## config.mk

```make
export PLATFORM = sky130hd
export DESIGN_NAME = lsu_mem_ctrl
export DESIGN_NICKNAME = d
export VERILOG_FILES = /design/src/rtl/lsu_mem_ctrl.sv
export SDC_FILE = /design/constraint.sdc
export NUM_CORES = 1
export LEC_CHECK = 0
export CAP_MARGIN = 20
export CORE_MARGIN = 1.5
export CORE_UTILIZATION = 40
export DETAILED_ROUTE_END_ITERATION = 16
export PLACE_DENSITY = 0.66
export SYNTH_ARGS = -nofsm -noshare
export SYNTH_HDL_FRONTEND = slang
export SYNTH_SLANG_ARGS = --single-unit
```

## constraint.sdc

```tcl
create_clock -name clk -period 6.2 [get_ports clk]
set_clock_uncertainty 0.1 [all_clocks]
set_input_delay 1.55 -clock clk [delete_from_list [all_inputs] [get_ports clk]]
set_output_delay 1.55 -clock clk [all_outputs]
set_load 0.02 [all_outputs]
```

## src/rtl/lsu_mem_ctrl.sv

```systemverilog
// Load/store initiator: turns byte/half/word requests into word-wide, big-endian memory
// transactions, with read-modify-write for sub-word stores. Optional macro: LSU_FORCE_ALIGN_EN.
module lsu_mem_ctrl #(
    parameter int AW = 32,
    parameter int DW = 32
) (
    input  logic          clk,
    input  logic          rst,
    input  logic          i_req_valid,
    output logic          o_req_ready,
    input  logic          i_req_we,
    input  logic [1:0]    i_req_size,
    input  logic          i_req_unsigned,
    input  logic [AW-1:0] i_req_addr,
    input  logic [DW-1:0] i_req_wdata,
    output logic          o_resp_valid,
    output logic [DW-1:0] o_resp_rdata,
    output logic          o_resp_err,
    output logic          o_mem_en,
    output logic          o_mem_wr,
    output logic [AW-1:0] o_mem_addr,
    output logic [DW-1:0] o_mem_wdata,
    input  logic [DW-1:0] i_mem_rdata
);

    typedef enum logic [2:0] {
        S_IDLE,
        S_LOAD,
        S_RMW_RD,
        S_WRITE,
        S_ERR,
        S_RESP
    } state_t;

    state_t        r_state;
    logic [1:0]    r_size;
    logic          r_unsigned;
    logic [1:0]    r_lane;
    logic [DW-1:0] r_wdata;
    logic          r_resp_valid;
    logic          r_resp_err;
    logic [DW-1:0] r_resp_rdata;
    logic          r_mem_en;
    logic          r_mem_wr;
    logic [AW-1:0] r_mem_addr;
    logic [DW-1:0] r_mem_wdata;

    logic          w_misaligned;
    logic          w_err;
    logic [AW-1:0] w_addr;

    assign w_misaligned = ((i_req_size == 2'd1) && i_req_addr[0]) ||
                          ((i_req_size == 2'd2) && (i_req_addr[1:0] != 2'b00));

`ifdef LSU_FORCE_ALIGN_EN
    // Misalignment is repaired by rounding the address down to the access size.
    assign w_err  = (i_req_size == 2'd3);
    assign w_addr = (i_req_size == 2'd1) ? {i_req_addr[AW-1:1], 1'b0} :
                    (i_req_size == 2'd2) ? {i_req_addr[AW-1:2], 2'b00} : i_req_addr;
`else
    assign w_err  = (i_req_size == 2'd3) || w_misaligned;
    assign w_addr = i_req_addr;
`endif

    // Lane 0 is the most significant byte of the word (big-endian).
    function automatic logic [DW-1:0] load_extract(input logic [DW-1:0] word,
                                                   input logic [1:0] size,
                                                   input logic [1:0] lane,
                                                   input logic uns);
        logic [7:0]  b;
        logic [15:0] h;
        logic [DW-1:0] res;
        case (lane)
            2'd0:    b = word[31:24];
            2'd1:    b = word[23:16];
            2'd2:    b = word[15:8];
            default: b = word[7:0];
        endcase
        h = lane[1] ? word[15:0] : word[31:16];
        case (size)
            2'd0:    res = {{24{~uns & b[7]}}, b};
            2'd1:    res = {{16{~uns & h[15]}}, h};
            default: res = word;
        endcase
        return res;
    endfunction

    function automatic logic [DW-1:0] store_merge(input logic [DW-1:0] word,
                                                  input logic [DW-1:0] wd,
                                                  input logic [1:0] size,
                                                  input logic [1:0] lane);
        logic [DW-1:0] res;
        res = word;
        if (size == 2'd0) begin
            case (lane)
                2'd0:    res[31:24] = wd[7:0];
                2'd1:    res[23:16] = wd[7:0];
                2'd2:    res[15:8]  = wd[7:0];
                default: res[7:0]   = wd[7:0];
            endcase
        end else if (size == 2'd1) begin
            if (lane[1]) res[15:0]  = wd[15:0];
            else         res[31:16] = wd[15:0];
        end else begin
            res = wd;
        end
        return res;
    endfunction

    always_ff @(posedge clk or posedge rst) begin
        if (rst) begin
            r_state      <= S_IDLE;
            r_size       <= 2'd0;
            r_unsigned   <= 1'b0;
            r_lane       <= 2'd0;
            r_wdata      <= '0;
            r_resp_valid <= 1'b0;
            r_resp_err   <= 1'b0;
            r_resp_rdata <= '0;
            r_mem_en     <= 1'b0;
            r_mem_wr     <= 1'b0;
            r_mem_addr   <= '0;
            r_mem_wdata  <= '0;
        end else begin
            r_resp_valid <= 1'b0;
            case (r_state)
                S_IDLE: begin
                    if (i_req_valid) begin
                        r_size     <= i_req_size;
                        r_unsigned <= i_req_unsigned;
                        r_lane     <= w_addr[1:0];
                        r_wdata    <= i_req_wdata;
                        if (w_err) begin
                            r_state <= S_ERR;
                        end else begin
                            // Memory strobes are launched here so they are live during the next state.
                            r_mem_en   <= 1'b1;
                            r_mem_addr <= {w_addr[AW-1:2], 2'b00};
                            if (!i_req_we) begin
                                r_mem_wr <= 1'b0;
                                r_state  <= S_LOAD;
                            end else if (i_req_size == 2'd2) begin
                                r_mem_wr    <= 1'b1;
                                r_mem_wdata <= i_req_wdata;
                                r_state     <= S_WRITE;
                            end else begin
                                r_mem_wr <= 1'b0;
                                r_state  <= S_RMW_RD;
                            end
                        end
                    end
                end
                S_LOAD: begin
                    r_mem_en     <= 1'b0;
                    r_resp_rdata <= load_extract(i_mem_rdata, r_size, r_lane, r_unsigned);
                    r_resp_err   <= 1'b0;
                    r_resp_valid <= 1'b1;
                    r_state      <= S_RESP;
                end
                S_RMW_RD: begin
                    r_mem_wr    <= 1'b1;
                    r_mem_wdata <= store_merge(i_mem_rdata, r_wdata, r_size, r_lane);
                    r_state     <= S_WRITE;
                end
                S_WRITE: begin
                    r_mem_en     <= 1'b0;
                    r_mem_wr     <= 1'b0;
                    r_resp_rdata <= '0;
                    r_resp_err   <= 1'b0;
                    r_resp_valid <= 1'b1;
                    r_state      <= S_RESP;
                end
                S_ERR: begin
                    r_resp_rdata <= '0;
                    r_resp_err   <= 1'b1;
                    r_resp_valid <= 1'b1;
                    r_state      <= S_RESP;
                end
                S_RESP: begin
                    r_state <= S_IDLE;
                end
                default: begin
                    r_state <= S_IDLE;
                end
            endcase
        end
    end

    assign o_req_ready  = (r_state == S_IDLE);
    assign o_resp_valid = r_resp_valid;
    assign o_resp_err   = r_resp_err;
    assign o_resp_rdata = r_resp_rdata;
    assign o_mem_en     = r_mem_en;
    assign o_mem_wr     = r_mem_wr;
    assign o_mem_addr   = r_mem_addr;
    assign o_mem_wdata  = r_mem_wdata;

endmodule

```

==> run_results.csv <==
group,metric,value,unit
finish,nets,913,
critical_path,worstPathMaxFanout,40,
sta,setup_viol,0,
yosys,ys_ff_latch,138,
placed_design,hpwl,15500,µm
sta,slew_violations,0,
global_route,grt_pass1_wl,33300,µm
finish,syn_to_final_growth,38.6,%
sta,rsz0062_at_grt,"no",
route,drt-wirelength-per-cell,20.5,µm
power_and_ir_drop,vdd_drop_max,0.254,mV
placed_design,globalplace.congestion,0.870,
power_and_ir_drop,seqPwrFrac,0.317,
yosys,yosys_warnings,0,
critical_path,worstRegToRegCells,5,
sta,max_slew_margin,0.363,
yosys,synth_cells,631,
critical_path,end_kind,"flop",
critical_path,path_cells,"clkdlybuf4s50_1 -> nor2b_1 -> and2_1 -> buf_4 -> nand2_1 -> buf_8 -> mux2_2",
critical_path,worstSetupPathType,"in2reg",
floorplanning,fp-row-count,48,
power_and_ir_drop,combPwrFrac,0.488,
hold_path,hold_path.startpoint,"o_resp_rdata[1]$_DFFE_PP0P_",
yosys,ys_seq_area_frac,0.490,
power_and_ir_drop,p_sw,2.01,mW
finish,nFillCells,1460,
yosys,synth.cell_area,0.00704,mm²
critical_path,slowest_delay,0.64,ns
clock_network,cts_root_buf,"clkbuf_16",
clock_network,insertion_delay,0.42,ns
status,status,"complete, no violations",
yosys,yosysUniqueCellTypes,53,
clock_network,cts.path.max_buffers,2,
critical_path,crit_slowest_cell,"nand2_1",
flow_run,cap_violations,0,
yosys,async_flop_share,1.00,
hold_path,holdPathEnd,"o_resp_rdata[1]$_DFFE_PP0P_",
yosys,synth.avg_cell_area,11.2,µm²
power_and_ir_drop,internal_power,3.19,mW
yosys,synth-main-ff-cell,"dfrtp_1",
finish,antenna_cells,0,
floorplanning,dieWidth,136,µm
power_and_ir_drop,cellLeakagePower,3.91,nW
route,first_iter_violations,445,
route,wirelength,21500,µm
clock_network,numCtsBuffers,17,
critical_path,cp-start-kind,"input pin",
power_and_ir_drop,power,5.20,mW
finish,stdcell_count,1046,
finish,utilization,0.566,
sta,timing.final.ws_setup,2.18,ns
finish,layout_commonest_cell,"clkdlybuf4s50_1",
placed_design,portBuffers,201,
sta,setup_tns,0,ns
global_route,grt_max_degree,53,
floorplanning,dieHeight,136,µm
power_and_ir_drop,p_clk_frac,0.194,
sta,worst_pin_slew,0.955,ns
route,dr.pass1.iters,5,
placed_design,pre_cts_ws,1.78,ns
floorplanning,fp.coreArea,0.0172,mm²
global_route,gr-total-overflow,0,
clock_network,htreeDepth,4,
critical_path,r2r_end,"o_resp_rdata[18]$_DFFE_PP0P_",
route,drc,0,
sta,finalCriticalPeriod,4.02,ns
finish,drive_gt1_frac,0.208,
clock_network,cts.repair.resized,0,
clock_network,cts.sinks,138,
hold_path,hold_class,"reg2reg",
critical_path,worst_ep_required_time,6.40,ns
clock_network,cts.reportedPaths.clkPinSlew,0.06,ns
power_and_ir_drop,powerDensity,532,mW/mm²
clock_network,holdBufCountCts,0,
route,ant_nets,0,
global_route,antenna_found_initial,0,
power_and_ir_drop,swShare,0.386,
critical_path,r2r_slack,3.25,ns
route,vias,6103,
clock_network,postCtsSetupBuffers,0,
yosys,synth_edf_count,0,
critical_path,cp_data_arrival_time,4.23,ns
floorplanning,dieArea,0.0184,mm²
route,via_per_inst,5.83,
global_route,grt_usage,0.238,
floorplanning,initial_core_util,0.409,
floorplanning,ios,204,
clock_network,cts_tree,"yes",
hold_path,whs_path_depth,2,
sta,final_hold_viol_count,0,
sta,finalCritPeriodShare,0.649,
finish,final_cell_mix,"clkdlybuf4s50_1, dfrtp_1, mux2_2",
critical_path,rr_startpoint,"r_size[1]$_DFFE_PP0P_",
critical_path,critical-path-top-delay-family,"buffers and inverters",
global_route,grt_pass1_vias,5879,
sta,fmax,249,MHz
critical_path,path_buf_inv,3,
placed_design,dp_cells,1014,
==> cells in the mapped netlist (4+ instances only) <==
cell type    n  area, µm²
dfrtp_1    138       3450
mux2_2      98       1100
o21ai_0     45        225
nand2_1     37        139
nor2_1      33        124
nand3_1     27        135
a31oi_1     25        156
clkbuf_1    23       86.3
a21oi_1     20        100
buf_2       20        100
a221o_1     15        150
a221o_2     10        113
nor3b_1     10       75.1
o21a_1       9       67.6
a211o_1      8       70.1
inv_1        8       30.0
nand3b_1     8       60.1
a211oi_1     7       52.6
a22oi_1      7       52.6
o22ai_1      7       43.8
and2_1       6       37.5
buf_4        6       45.0
nor3_1       5       25.0
o221ai_1     5       43.8
a21o_1       4       30.0
a221oi_1     4       35.0
a221oi_2     4       60.1
==> worst max path at each step <==
stage	from	endpoint	slack (ns)	depth (start not counted)
2_1_floorplan	rst	o_mem_addr[10]$_DFFE_PP0P_	0.85	1
3_3_place_gp	i_req_valid	o_mem_addr[16]$_DFFE_PP0P_	1.71	6
3_5_place_dp	i_req_valid	o_mem_addr[21]$_DFFE_PP0P_	1.78	7
4_1_cts	i_req_valid	o_mem_addr[21]$_DFFE_PP0P_	2.20	7
5_1_grt	i_req_valid	o_mem_addr[21]$_DFFE_PP0P_	1.98	7
6_report	i_req_valid	o_mem_addr[21]$_DFFE_PP0P_	2.18	7
==> worst register-to-register path: stages (launching register included) <==
cell       delay, ns
dfrtp_1         0.35
buf_4           0.30
inv_1           0.70
nand3_1         0.28
a2111oi_4       0.90
a221o_2         0.24
==> metrics by stage <==
stage	hold slack (ns)	area, µm²
4_1_cts	0.385	9750
2_1_floorplan	0.381	7050
5_1_grt	0.401	9760
3_5_place_dp	0.373	9160
3_3_place_gp	0.366	9140
6_report	0.378	9760
==> registers in the layout, summed over array words and instances (netlist names) <==
| register | count |
|---|---|
| o_mem_wr | 1 |
| o_mem_en | 1 |
| r_state | 3 |
| r_lane | 2 |
| o_resp_err | 1 |
| o_mem_wdata | 32 |
| o_resp_valid | 1 |
| r_unsigned | 1 |
| o_mem_addr | 30 |
| o_resp_rdata | 32 |
| r_wdata | 32 |
| r_size | 2 |
==> power by group through the flow <==
stage	registers, mW	logic (mW)	clock network, mW
after floorplan	1.92	1.25	0
after global placement	1.63	2.47	0
after detailed placement	1.65	2.52	0
after CTS	1.64	2.53	1.03
after global routing	1.71	2.72	1.07
final	1.65	2.54	1.01
==> area by class of cell <==
type                    instances  area (µm²)  share of cell area
inverters                       8        32.5             0.00333
flip-flops and latches        138        3450               0.354
clock inverters                 7        90.1             0.00923
clock buffers                  23         498              0.0510
repair buffers                214        2120               0.217
multi-input cells             431        3290               0.337
well taps                     225         282              0.0288
==> cell families (layout without fill, tap and decap cells) <==
kind of cell           after synthesis  after routing  synth area share
buffers and inverters               63            252            0.0435
AO/OA/AOI/OAI                      183            183             0.190
multiplexers                       105            105             0.173
other                                1              2          0.000533
flip-flops                         138            138             0.490
AND/OR/NAND/NOR                    141            141             0.103
==> metal layers <==
layer | up-vias | track usage | wire, µm
met1 | 3043 | 0.319 | 9240
met4 | 0 | 0.0872 | 495
met5 | - | 0 | 0
li1 | 2719 | - | -
met3 | 38 | 0.0569 | 1660
met2 | 303 | 0.374 | 10100
Power figures use the tool's default switching activity.
